--- src/rtl/jesd_rx_pkg.sv ---
// Shared types and constants for the JESD204B RX lane front-end.
// Latency: n/a (declarations only).
// Backpressure: n/a (declarations only).
//
// Contents:
//   align_state_e  octet aligner search/lock states
//   K28_5          comma character seen during code group synchronisation
package jesd_rx_pkg;

    typedef enum logic [1:0] {
        SEARCH = 2'd0,
        CGS    = 2'd1,
        LOCKED = 2'd2
    } align_state_e;

    localparam logic [7:0] K28_5 = 8'hBC;

endpackage

--- src/rtl/octet_first_nonk.sv ---
// Priority encoder: index of the lowest octet whose K28 flag is clear, plus an all-K flag.
// Latency: combinational, 0 cycles.
// Backpressure: none; pure function of the flags.
//
// Ports:
//   k28_i   in   N            per-octet K28 flags, octet 0 oldest
//   idx_o   out  $clog2(N)    lowest index with flag clear (0 when all flags set)
//   allk_o  out  1            every octet is K28
module octet_first_nonk #(
    parameter int N = 4
) (
    input  logic [N-1:0]         k28_i,
    output logic [$clog2(N)-1:0] idx_o,
    output logic                 allk_o
);

    localparam int IW = $clog2(N);

    // Scan from the top down so the lowest clear flag is the last to write.
    always_comb begin
        idx_o = '0;
        for (int i = N - 1; i >= 0; i--) begin
            if (!k28_i[i]) begin
                idx_o = IW'(i);
            end
        end
    end

    assign allk_o = &k28_i;

endmodule

--- src/rtl/octet_align_auto.sv ---
// Octet aligner: finds the CGS->ILAS boundary, locks the octet offset and emits frame-aligned words.
// Latency: 1 clk from an input beat to its aligned output beat (the lock beat itself is not emitted).
// Backpressure: none; in_valid_i=0 freezes all state, out_valid_o follows valid beats while locked.
//
// Ports:
//   clk_i, rst_ni       clock, asynchronous active-low reset
//   in_valid_i          input beat qualifier
//   in_data_i           decoded word, octet 0 = bits [7:0] (oldest on the line)
//   in_char_is_k28_i    per-octet K28 flags
//   realign_i           drop lock and restart the search
//   out_valid_o         aligned beat qualifier
//   out_data_o          aligned word
//   out_char_is_k28_o   aligned K28 flags
//   aligned_o           high while locked
//   offset_o            locked octet offset
module octet_align_auto
    import jesd_rx_pkg::*;
#(
    parameter int PARALLEL_OCTETS = 4,
    parameter int DATA_WIDTH      = PARALLEL_OCTETS * 8,
    parameter int CGS_MIN_WORDS   = 4
) (
    input  logic                               clk_i,
    input  logic                               rst_ni,
    input  logic                               in_valid_i,
    input  logic [DATA_WIDTH-1:0]              in_data_i,
    input  logic [PARALLEL_OCTETS-1:0]         in_char_is_k28_i,
    input  logic                               realign_i,
    output logic                               out_valid_o,
    output logic [DATA_WIDTH-1:0]              out_data_o,
    output logic [PARALLEL_OCTETS-1:0]         out_char_is_k28_o,
    output logic                               aligned_o,
    output logic [$clog2(PARALLEL_OCTETS)-1:0] offset_o
);

    localparam int OW = $clog2(PARALLEL_OCTETS);
    localparam int CW = $clog2(CGS_MIN_WORDS + 1);
    localparam logic [CW-1:0] CNT_MIN = CW'(CGS_MIN_WORDS);

    align_state_e state_q, state_d;
    logic [CW-1:0] cnt_q, cnt_d;
    logic [OW-1:0] offset_q, offset_d;

    logic [DATA_WIDTH-1:0]      prev_data_q;
    logic [PARALLEL_OCTETS-1:0] prev_k_q;

    logic                       out_vld_q;
    logic [DATA_WIDTH-1:0]      out_dat_q;
    logic [PARALLEL_OCTETS-1:0] out_k_q;

    logic [OW-1:0] first_nonk;
    logic          allk;

    octet_first_nonk #(
        .N (PARALLEL_OCTETS)
    ) u_first_nonk (
        .k28_i  (in_char_is_k28_i),
        .idx_o  (first_nonk),
        .allk_o (allk)
    );

    // Two-word window: the previous word supplies the older octets, so an
    // offset of 0 selects the previous word exactly and never wraps.
    logic [2*DATA_WIDTH-1:0]      window_dat;
    logic [2*PARALLEL_OCTETS-1:0] window_k;
    logic [DATA_WIDTH-1:0]        slice_dat;
    logic [PARALLEL_OCTETS-1:0]   slice_k;

    assign window_dat = {in_data_i, prev_data_q};
    assign window_k   = {in_char_is_k28_i, prev_k_q};
    assign slice_dat  = window_dat[int'(offset_q) * 8 +: DATA_WIDTH];
    assign slice_k    = window_k[int'(offset_q) +: PARALLEL_OCTETS];

    // Next-state logic. realign_i overrides everything, including a lock
    // that would otherwise happen on the same beat.
    always_comb begin
        state_d  = state_q;
        cnt_d    = cnt_q;
        offset_d = offset_q;
        if (realign_i) begin
            state_d  = SEARCH;
            cnt_d    = '0;
            offset_d = '0;
        end else if (in_valid_i) begin
            unique case (state_q)
                SEARCH: begin
                    if (allk) begin
                        cnt_d   = CW'(1);
                        state_d = CGS;
                    end
                end
                CGS: begin
                    if (allk) begin
                        if (cnt_q < CNT_MIN) begin
                            cnt_d = cnt_q + CW'(1);
                        end
                    end else if (cnt_q >= CNT_MIN) begin
                        offset_d = first_nonk;
                        cnt_d    = '0;
                        state_d  = LOCKED;
                    end else begin
                        cnt_d   = '0;
                        state_d = SEARCH;
                    end
                end
                LOCKED: begin
                    // Payload is not monitored once locked.
                end
                default: begin
                    state_d = SEARCH;
                    cnt_d   = '0;
                end
            endcase
        end
    end

    always_ff @(posedge clk_i or negedge rst_ni) begin
        if (!rst_ni) begin
            state_q  <= SEARCH;
            cnt_q    <= '0;
            offset_q <= '0;
        end else begin
            state_q  <= state_d;
            cnt_q    <= cnt_d;
            offset_q <= offset_d;
        end
    end

    // Previous word tracks every valid beat so the window is already
    // populated on the beat after lock.
    always_ff @(posedge clk_i or negedge rst_ni) begin
        if (!rst_ni) begin
            prev_data_q <= '0;
            prev_k_q    <= '0;
        end else if (in_valid_i) begin
            prev_data_q <= in_data_i;
            prev_k_q    <= in_char_is_k28_i;
        end
    end

    // Output register. Gated on the pre-edge state, so the lock beat is not
    // emitted and the first output starts at the boundary octet.
    always_ff @(posedge clk_i or negedge rst_ni) begin
        if (!rst_ni) begin
            out_vld_q <= 1'b0;
            out_dat_q <= '0;
            out_k_q   <= '0;
        end else if (in_valid_i && (state_q == LOCKED) && !realign_i) begin
            out_vld_q <= 1'b1;
            out_dat_q <= slice_dat;
            out_k_q   <= slice_k;
        end else begin
            out_vld_q <= 1'b0;
        end
    end

    assign out_valid_o       = out_vld_q;
    assign out_data_o        = out_dat_q;
    assign out_char_is_k28_o = out_k_q;
    assign aligned_o         = (state_q == LOCKED);
    assign offset_o          = offset_q;

endmodule

--- config.mk ---
export PLATFORM = sky130hd
export DESIGN_NAME = octet_align_auto
export DESIGN_NICKNAME = d
export VERILOG_FILES = /design/src/rtl/jesd_rx_pkg.sv /design/src/rtl/octet_first_nonk.sv /design/src/rtl/octet_align_auto.sv
export SDC_FILE = /design/constraint.sdc
export NUM_CORES = 1
export LEC_CHECK = 0
export ABC_AREA = 1
export BUFFER_PORTS_ARGS = -buffer_cell sky130_fd_sc_hd__buf_2
export CORE_MARGIN = 4
export CORE_UTILIZATION = 50
export CTS_CLUSTER_SIZE = 25
export DETAILED_ROUTE_END_ITERATION = 8
export GPL_ROUTABILITY_DRIVEN = 0
export HOLD_SLACK_MARGIN = 0.15
export PLACE_DENSITY = 0.69
export SKIP_LAST_GASP = 1
export SYNTH_ARGS = -nofsm -noshare
export SYNTH_HDL_FRONTEND = slang
export SYNTH_SLANG_ARGS = --single-unit
--- constraint.sdc ---
create_clock -name clk_i -period 3.4 [get_ports clk_i]
set_clock_uncertainty 0.15 [all_clocks]
set_input_delay 0.51 -clock clk_i [delete_from_list [all_inputs] [get_ports clk_i]]
set_output_delay 0.51 -clock clk_i [all_outputs]
set_load 0.1 [all_outputs]
==> results of run 1 <==
==> how the worst max path moves through the flow <==
stage	startpoint	endpoint	slack, ns	depth (start not counted)
2_1_floorplan	offset_o[0]$_DFFE_PN0P_	out_data_o[14]$_DFFE_PN0P_	1.39	6
3_3_place_gp	offset_o[1]$_DFFE_PN0P_	out_data_o[16]$_DFFE_PN0P_	1.25	6
3_5_place_dp	offset_o[1]$_DFFE_PN0P_	out_data_o[21]$_DFFE_PN0P_	1.18	4
4_1_cts	offset_o[1]$_DFFE_PN0P_	offset_o[1]	0.93	1
5_1_grt	offset_o[1]$_DFFE_PN0P_	offset_o[1]	0.88	1
6_report	offset_o[1]$_DFFE_PN0P_	offset_o[1]	0.95	1
==> through the flow <==
step	worst slack (ns)	instances	hold slack (ns)	utilization [%]
2_1_floorplan	1.391	526	0.06441	-
3_3_place_gp	1.250	676	0.3075	56.52
3_5_place_dp	1.178	676	0.3099	56.52
4_1_cts	0.9317	692	0.2033	59.05
5_1_grt	0.8777	692	0.2168	59.05
6_report	0.9502	692	0.1702	59.05
==> final cells by class <==
cell class,instances,area (sq um),share of cell area [%]
flip-flops and latches,80,2003,43.45
multi-input cells,359,1663,36.07
repair buffers,82,420.4,9.118
inverters,53,198.9,4.315
clock buffers,11,141.4,3.066
well taps,102,127.6,2.768
clock inverters,5,56.30,1.221
==> registers in the layout (all words and copies together) (netlist names) <==
register / count
out_char_is_k28_o: 4
out_valid_o: 1
offset_o: 2
prev_k_q: 4
out_data_o: 32
state_q: 2
cnt_q: 3
prev_data_q: 32
==> report_power, final <==
group | total, W | internal [W] | switching (W)
registers | 0.00109 | 0.00104 | 0.0000541
logic | 0.000581 | 0.000108 | 0.000473
clock network | 0.000704 | 0.000359 | 0.000345
total | 0.00238 | 0.00150 | 0.000872
==> placed cells by master, fill, tap and decap left out, types with 6 or more instances in the layout <==
cell type and n:
o211ai_1 6, dfrtp_1 79, a31oi_1 8, o21ai_1 12, inv_1 48, nand3_1 10
nor2_1 42, a21oi_1 52, buf_2 78, o21ai_0 89, nand2_1 127, clkbuf_8 10
==> cells by family (layout without fill, tap and decap cells) <==
kind of cell	Yosys count	count (layout)	share of synthesized area, %
compound gates	169	169	21.69
simple gates	188	188	18.85
xor+xnor	1	1	0.2164
flops	80	80	49.44
fa+ha+maj	1	1	0.3090
buf+inv	87	151	9.487
==> metal layers <==
| metal | vias up | GRT usage [%] | wire [um] |
|---|---|---|---|
| met5 | - | 0 | 0 |
| met4 | 0 | 6.390 | 139 |
| met3 | 13 | 3.786 | 692 |
| met2 | 134 | 31.57 | 4375 |
| met1 | 1707 | 30.48 | 4724 |
| li1 | 1824 | - | - |
==> run_results.csv, run 1 <==
group,metric,value,unit
status,status,"finished clean",
cells_and_area,fill_cells,776,
routing,post_drt_wl_per_cell,14.35,um
sta,drv_slew,0,
synth,synth_area,0.004049,sq mm
clock_tree,clk_pin_slew,0.08,ns
setup_path,crit_slowest_cell,"dfrtp_1",
synth,synthArstFlopShare,100.0,%
clock_tree,hold_buffers,0,
synth,synth-main-ff-cell,"dfrtp_1",
setup_path,ff2ff_setup_slack,1.14,ns
clock_tree,cts.repair.resized,0,
power,max-vdd-ir-drop,246.8,uV
sta,fin_tns_setup,0,ns
synth,yosys_warnings,0,
synth,ys_ff_latch,80,
run,drv_cap,0,
power,leakagePower,2.304,nW
routing,drtAntennaViolNets,0,
power,power,0.002376,W
setup_path,path_cells,"buf_2",
setup_path,critical_path_buf_inv_count,1,
setup_path,r2r-end,"out_data_o[21]$_DFFE_PN0P_",
place,port_buffers,79,
setup_path,cp-start-kind,"register",
sta,worst_pin_slew,1.001,ns
setup_path,worstRegToRegCells,4,
sta,slew_headroom,33.28,%
routing,drt-initial-drc-count,251,
synth,synth_area_leaders,"dfrtp_1 (49%), nand2_1 (12%), o21ai_0 (11%)",
place,dpl-instance-area,0.004413,sq mm
synth,synth.yosys.seq_area_share,49.44,%
sta,fin_crit_sh,72.05,%
setup_path,arrival,1.79,ns
routing,wirelength,9933,um
sta,finalSetupViolCount,0,
synth,syn-num-nets,567,
grt,grt-ovfl-total,0,
die,dieArea,0.009601,sq mm
setup_path,worstSetupPathType,"reg -> out",
synth,avgSynthCellArea,7.697,sq um
cells_and_area,final_nets,626,
routing,drc,0,
clock_tree,clock_sinks,80,
cells_and_area,fin_area,0.004611,sq mm
synth,synth_common_cells,"nand2_1 (127), o21ai_0 (89), dfrtp_1 (80), a21oi_1 (52), inv_1 (48)",
clock_tree,cts-buffers-inserted,9,
clock_tree,clock_latency,0.35,ns
routing,first_pass_iters,5,
place,dpl.hpwl,6514,um
worst_hold_path,hp-class,"in -> async",
cells_and_area,antenna_cells,0,
die,core_area,0.007807,sq mm
setup_path,worstSetupEndpointType,"output pin",
setup_path,path_max_fanout,22,
sta,max_freq,408.2,MHz
grt,antenna_found_initial,0,
synth,synthCells,526,
die,initial_core_util,51.86,%
power,power_density,515.3,mW/mm^2
cells_and_area,drive_gt1_share,18.98,%
routing,vias,3678,
grt,grt_pass1_wl,16370,um
synth,yosysMostFrequentCell,"nand2_1",
die,num_rows,32,
grt,grt_max_degree,88,
setup_path,max_stage_delay,0.87,ns
synth,synth.distinct_cells,24,
setup_path,worstPathRequired,2.74,ns
setup_path,path_delay_family,"flip-flops",
die,die_w,97.99,um
clock_tree,cts_buffer_depth,2,
die,io_pins,80,
synth,synth_edf_count,0,
sta,finalHoldViolations,0,
clock_tree,tritoncts,"built",
clock_tree,h-tree-depth,3,
die,die_h,97.99,um
synth,yosysTopAreaCell,"dfrtp_1",
routing,vias_per_cell,5.315,
sta,min_period,2.450,ns
setup_path,worst_r2r_startpoint,"offset_o[1]$_DFFE_PN0P_",
grt,track_usage,20.82,%
clock_tree,post_cts_buffers,0,
sta,rsz0062_at_grt,"no",
synth,synth_top_area_share,49.44,%
grt,grt_pass1_vias,3405,
cells_and_area,syn_to_final_growth,13.88,%
clock_tree,cts_root_buf,"clkbuf_8",
(Power assumes the default switching activity.)
==> run 2: changes to the inputs <==
--- a/config.mk
+++ b/config.mk
@@ -5,7 +5,7 @@
 export SDC_FILE = /design/constraint.sdc
 export NUM_CORES = 1
 export LEC_CHECK = 0
-export ABC_AREA = 1
+export ABC_AREA = 0
 export BUFFER_PORTS_ARGS = -buffer_cell sky130_fd_sc_hd__buf_2
 export CORE_MARGIN = 4
 export CORE_UTILIZATION = 50
==> constraint.sdc (replaced) <==
create_clock -name clk_i -period 2.38 [get_ports clk_i]
set_clock_uncertainty 0.15 [all_clocks]
set_input_delay 0.357 -clock clk_i [delete_from_list [all_inputs] [get_ports clk_i]]
set_output_delay 0.357 -clock clk_i [all_outputs]
set_load 0.1 [all_outputs]
==> run 2 against run 1 <==
Net effect: first-iteration DRC count shrank 80%; via count shrank 29%; final cell count fell by 33%; synthesized cell count shrank 53%; critical path depth increased by 1; sequential share of layout area is 3.6 points lower; non-clock buffer count grew 39; sequential power rose by 35%; global-route usage decreased by 3.7 points; register-to-register slack worse by 0.57 ns; cell area rose by 9.0%; combinational power shrank 47%; largest power group unchanged; highest routed layer unchanged.
==> run_results.csv, run 2 <==
group,metric,value,unit
status,status,"finished clean",
clock_tree,h-tree-depth,3,
synth,synth_common_cells,"dfrtp_1 (80), mux2_2 (72), mux4_2 (31), a21oi_1 (6)",
power,comb_power_share,11.3,%
grt,antenna_found_initial,0,
clock_tree,clock_latency,0.34,ns
routing,drtAntennaViolNets,0,
sta,finalHoldViolations,0,
synth,synthXorXnorAreaFrac,0,%
sta,fin_ws,0.3538,ns
die,num_rows,32,
die,core_area,0.007807,sq mm
synth,synthSimpleGateAreaFrac,2.616,%
cells_and_area,syn_to_final_growth,23.64,%
sta,drv_slew,0,
die,initial_core_util,52.07,%
setup_path,arrival,1.52,ns
die,die_h,98.17,um
clock_tree,cts-buffers-inserted,9,
grt,busiest_layer,"met2",
sta,fin_crit_sh,85.13,%
synth,synth-main-ff-cell,"dfrtp_1",
synth,synth_edf_count,0,
clock_tree,post_cts_buffers,0,
worst_hold_path,hp-class,"in -> reg",
synth,avgSynthCellArea,16.46,sq um
clock_tree,clock_sinks,80,
power,netSwitchingPower,0.0006171,W
place,dp_slack,0.5604,ns
routing,drc,0,
grt,grt_max_degree,38,
grt,grt_pass1_wl,13150,um
die,die_w,98.17,um
sta,fin_tns_setup,0,ns
setup_path,cp-start-kind,"register",
synth,synth_area_leaders,"dfrtp_1 (49%), mux2_2 (20%), mux4_2 (17%)",
sta,slew_headroom,66.07,%
power,p_clk_share,34.5,%
place,dpl.hpwl,5475,um
power,power,0.002715,W
routing,vias,2608,
run,drv_cap,0,
sta,rsz0062_at_grt,"no",
power,switching_share,22.73,%
grt,met2_usage,27.17,%
synth,synth-compound-area-share,3.016,%
sta,finalSetupViolCount,0,
synth,synthMuxAreaShare,40.35,%
grt,grt_pass1_vias,2660,
synth,yosys_warnings,0,
grt,grt-ovfl-total,0,
place,port_buffers,79,
routing,wirelength,7803,um
power,p_int,0.002098,W
grt,grt_use_met3,3.286,%
routing,post_drt_wl_per_cell,16.74,um
synth,syn-num-nets,288,
power,seq_power_share,54.3,%
routing,first_pass_iters,5,
sta,max_freq,493.5,MHz
synth,synth_area,0.004065,sq mm
cells_and_area,fin_util,64.38,%
cells_and_area,antenna_cells,0,
sta,min_period,2.026,ns
die,dieArea,0.009637,sq mm
die,io_pins,80,
setup_path,worstPathRequired,1.87,ns
cells_and_area,fin_area,0.005026,sq mm
routing,drt-initial-drc-count,50,
cells_and_area,mostFrequentLayoutCells,"dfrtp_1 (78), buf_2 (78), mux2_2 (72), dlygate4sd3_1 (32), mux4_2 (31)",
power,leakagePower,2.339,nW
synth,synth.yosys.seq_area_share,49.25,%
synth,synth_top_family_by_area,"multiplexers",
clock_tree,cts_buffer_depth,2,
clock_tree,clk_pin_slew,0.07,ns
routing,vias_per_cell,5.597,
power,power_density,540.2,mW/mm^2
power,max-vdd-ir-drop,312.9,uV
setup_path,worstSetupEndpointType,"output pin",
synth,synthCells,247,
grt,met1_usage,23.51,%
cells_and_area,drive_gt1_share,56.87,%
cells_and_area,fill_cells,585,
synth,synth_top_area_share,49.25,%
synth,ys_ff_latch,80,
grt,track_usage,17.10,%
place,dpl-instance-area,0.004527,sq mm
cells_and_area,final_nets,401,
synth,yosysTopAreaCell,"dfrtp_1",
sta,worst_pin_slew,0.5125,ns
setup_path,worstSetupPathType,"reg -> out",
synth,synth.distinct_cells,31,
synth,synth_adder_area_share,0.3078,%
synth,synthArstFlopShare,100.0,%
clock_tree,tritoncts,"built",
clock_tree,cts_root_buf,"clkbuf_8",
setup_path,path_max_fanout,21,
synth,yosysMostFrequentCell,"dfrtp_1",
==> run 2: cell types whose count changed after synthesis, sizes merged, moves of 12 or more <==
cell,previous run,this run
nor2,47,3
mux2,0,72
a21oi,52,6
mux4,0,36
inv,53,4
clkbuf,15,0
nand2,127,5
nand3,12,0
o21ai,103,0
==> run 2: logic make-up (layout without fill, tap and decap cells) <==
family          Yosys count  after routing
buf+inv                  23            140
compound gates           17             17
mux                     108            108
simple gates             18             18
fa+ha+maj                 1              1
flops                    80             80
==> run 2: per-layer routing <==
| layer | vias up | part of all wire [%] |
|---|---|---|
| li1 | 1185 | - |
| met1 | 1355 | 44 |
| met2 | 57 | 50 |
| met3 | 11 | 4.5 |
| met4 | 0 | 1.5 |
| met5 | - | 0 |
==> run 2: cell type report <==
cell class,instances,area (sq um),share of cell area [%]
multi-input cells,144,1882,37.44
clock inverters,3,43.79,0.8713
repair buffers,121,818.3,16.28
flip-flops and latches,80,2004,39.88
inverters,4,15.01,0.2987
well taps,102,127.6,2.539
clock buffers,12,135.1,2.689
==> run 2: worst paths after layout <==
check | from | end | slack (ns) | depth (start not counted)
max in group asynchronous | rst_ni | offset_o[0]$_DFFE_PN0P_ | 1.16 | 3
min in group asynchronous | rst_ni | out_data_o[4]$_DFFE_PN0P_ | 0.35 | 2
worst max-delay path | offset_o[0]$_DFFE_PN0P_ | offset_o[0] | 0.35 | 2
worst min-delay path | in_data_i[2] | prev_data_q[2]$_DFFE_PN0P_ | 0.16 | 2
worst max register to register | offset_o[1]$_DFFE_PN0P_ | out_data_o[17]$_DFFE_PN0P_ | 0.57 | 3
worst min register to register | out_data_o[1]$_DFFE_PN0P_ | out_data_o[1]$_DFFE_PN0P_ | 0.35 | 1
==> run 2: power by group through the flow <==
stage	combinational (W)	sequential, W	clock [W]
floorplan	0.000169	0.00148	0
global placement	0.000265	0.00149	0
detailed placement	0.000270	0.00150	0
CTS	0.000312	0.00147	0.000965
global route	0.000336	0.00148	0.00103
finish	0.000306	0.00147	0.000935
==> run 2: repair_timing <==
| action | in CTS | in global routing |
|---|---|---|
| setup endpoints to repair | 0 | 0 |
| endpoints found under the hold margin | 67 | 0 |
| hold buffers | 32 | 0 |
| resized for setup | 0 | 0 |
==> run 2: per-stage QoR <==
stage	std cells	hold WS, ns
after detailed placement	419	0.1862
after global placement	419	0.1799
after CTS	466	0.1559
after floorplan	247	-0.08859
after global routing	466	0.1661
final	466	0.1630
==> run 2: worst max-delay path: stages (launching register included) <==
cell and delay, ns:
dfrtp_2 0.36, buf_4 0.31, buf_2 0.50
==> run 3: changes to the inputs <==
--- a/config.mk
+++ b/config.mk
@@ -14,6 +14,7 @@
 export GPL_ROUTABILITY_DRIVEN = 0
 export HOLD_SLACK_MARGIN = 0.15
 export PLACE_DENSITY = 0.69
+export REMOVE_ABC_BUFFERS = 1
 export SKIP_LAST_GASP = 1
 export SYNTH_ARGS = -nofsm -noshare
 export SYNTH_HDL_FRONTEND = slang
==> run 3 against run 2 <==
Net effect: combinational power hardly changed; worst hold slack improved by 0.0059 ns; clock-buffer cell count decreased by 2; first-iteration DRC count is 94% higher; non-clock buffer count is 3 higher; die area did not move; largest cell class unchanged; power is 5.7% higher; register-to-register slack about the same; sequential cell count is the same; via count up 1.5%.
==> run_results.csv, run 3 (synthesis gave the netlist of run 2 again) <==
group,metric,value,unit
sta,finalSetupViolCount,0,
die,die_w,98.17,um
grt,grt_pass1_wl,13740,um
routing,drt-initial-drc-count,97,
cells_and_area,final_nets,404,
grt,grt_max_degree,40,
clock_tree,cts-buffers-inserted,9,
power,seq_power_share,51.4,%
routing,drtAntennaViolNets,0,
grt,grt_pass1_vias,2791,
grt,track_usage,17.92,%
setup_path,crit_slowest_cell,"dfrtp_1",
power,power_density,563.5,mW/mm^2
cells_and_area,antenna_cells,0,
sta,finalHoldViolations,0,
setup_path,cp-start-kind,"register",
routing,first_pass_iters,4,
setup_path,worstSetupEndpointType,"output pin",
cells_and_area,mostFrequentLayoutCells,"dfrtp_1 (78), buf_2 (78), mux2_2 (72), dlygate4sd3_1 (34), mux4_2 (31)",
setup_path,path_cells,"and2b_1 > buf_2",
clock_tree,cts_buffer_depth,2,
clock_tree,clock_latency,0.34,ns
clock_tree,clock_sinks,80,
setup_path,critical_path_buf_inv_count,1,
setup_path,worstSetupPathType,"reg -> out",
clock_tree,h-tree-depth,3,
clock_tree,cts.repair.resized,0,
setup_path,max_stage_delay,0.44,ns
clock_tree,clk_pin_slew,0.08,ns
die,core_area,0.007807,sq mm
die,die_h,98.17,um
power,p_int,0.002231,W
cells_and_area,fin_cells,469,
routing,vias,2647,
setup_path,path_delay_family,"flip-flops",
place,dpl.hpwl,5568,um
setup_path,arrival,1.46,ns
sta,fin_crit_sh,82.52,%
power,comb_power_share,10.7,%
die,num_rows,32,
power,switching_share,22.27,%
sta,worst_pin_slew,0.5049,ns
run,drv_cap,0,
routing,vias_per_cell,5.644,
clock_tree,cts_root_buf,"clkbuf_8",
power,netSwitchingPower,0.0006392,W
power,max-vdd-ir-drop,338.6,uV
routing,post_drt_wl_per_cell,17.23,um
die,initial_core_util,52.07,%
sta,min_period,1.964,ns
clock_tree,tritoncts,"built",
worst_hold_path,hp-class,"in -> reg",
status,status,"finished clean",
sta,max_freq,509.2,MHz
sta,rsz0062_at_grt,"no",
routing,wirelength,8080,um
grt,antenna_found_initial,0,
power,p_clk_share,37.9,%
sta,holdWs,0.1689,ns
sta,slew_headroom,66.57,%
place,placed_cells,420,
setup_path,worstPathRequired,1.87,ns
die,dieArea,0.009637,sq mm
place,port_buffers,79,
routing,drc,0,
grt,grt-ovfl-total,0,
cells_and_area,drive_gt1_share,57.49,%
power,leakagePower,2.368,nW
setup_path,path_max_fanout,7,
cells_and_area,syn_to_final_growth,25.30,%
die,io_pins,80,
sta,drv_slew,0,
-- run 3: changes by cell type in the layout (fill, tap and decap cells not counted) --
cell	previous run	this run
buf_4	9	10
bufinv_16	1	2
clkbuf_1	3	0
clkbuf_8	9	10
clkinvlp_4	0	1
dlygate4sd3_1	32	34
-- run 3: final cells by class --
class / instances / area [sq um]
well taps: 102 / 127.6
clock buffers: 10 / 137.6
clock inverters: 5 / 81.33
repair buffers: 124 / 845.8
multi-input cells: 144 / 1882
flip-flops and latches: 80 / 2004
inverters: 4 / 15.01
fillers: 597 / 2714
-- run 3: worst paths after layout --
check	start	endpoint	slack, ns	cells after the start
hold / removal	in_char_is_k28_i[3]	prev_k_q[3]$_DFFE_PN0P_	0.17	2
hold reg to reg	out_data_o[24]$_DFFE_PN0P_	out_data_o[24]$_DFFE_PN0P_	0.35	1
setup / recovery	state_q[0]$_DFFE_PN0P_	aligned_o	0.42	2
setup reg to reg	state_q[1]$_DFFE_PN0P_	out_data_o[30]$_DFFE_PN0P_	0.58	4
min in group asynchronous	rst_ni	out_data_o[24]$_DFFE_PN0P_	0.36	2
max in group asynchronous	rst_ni	offset_o[1]$_DFFE_PN0P_	1.09	3
-- run 3: power by group through the flow --
stage	Combinational [W]	Sequential (W)	Clock (W)
after floorplan	0.000155	0.00148	0
after global placement	0.000260	0.00149	0
after detailed placement	0.000266	0.00150	0
after CTS	0.000310	0.00147	0.00112
after global routing	0.000338	0.00148	0.00118
final	0.000308	0.00147	0.00109
-- run 3: timing repair --
item                      in CTS  in global routing
hold endpoints to repair      75                  0
buffers inserted               0                  0
hold buffers                  34                  0
-- run 3: stage by stage --
step                      utilization (%)  area (sq um)  total power (W)  setup TNS (ns)  worst slack (ns)
after global placement              58.08          4534         0.001755               0            0.6249
final                               65.24          5094         0.002870               0            0.4161
after floorplan                         -          3899         0.001636          -28.30           -0.8139
after CTS                           65.24          5094         0.002900               0            0.3946
after detailed placement            58.08          4534         0.001765               0            0.5911
after global routing                65.24          5094         0.002999               0            0.3382
-- run 3: per-layer routing --
metal	up-vias	share of wire (%)	GRT usage [%]
met2	65	51	30.00
met5	-	0	0
met1	1370	42	22.65
met4	0	2.8	7.878
li1	1195	-	-
met3	17	4.5	3.714
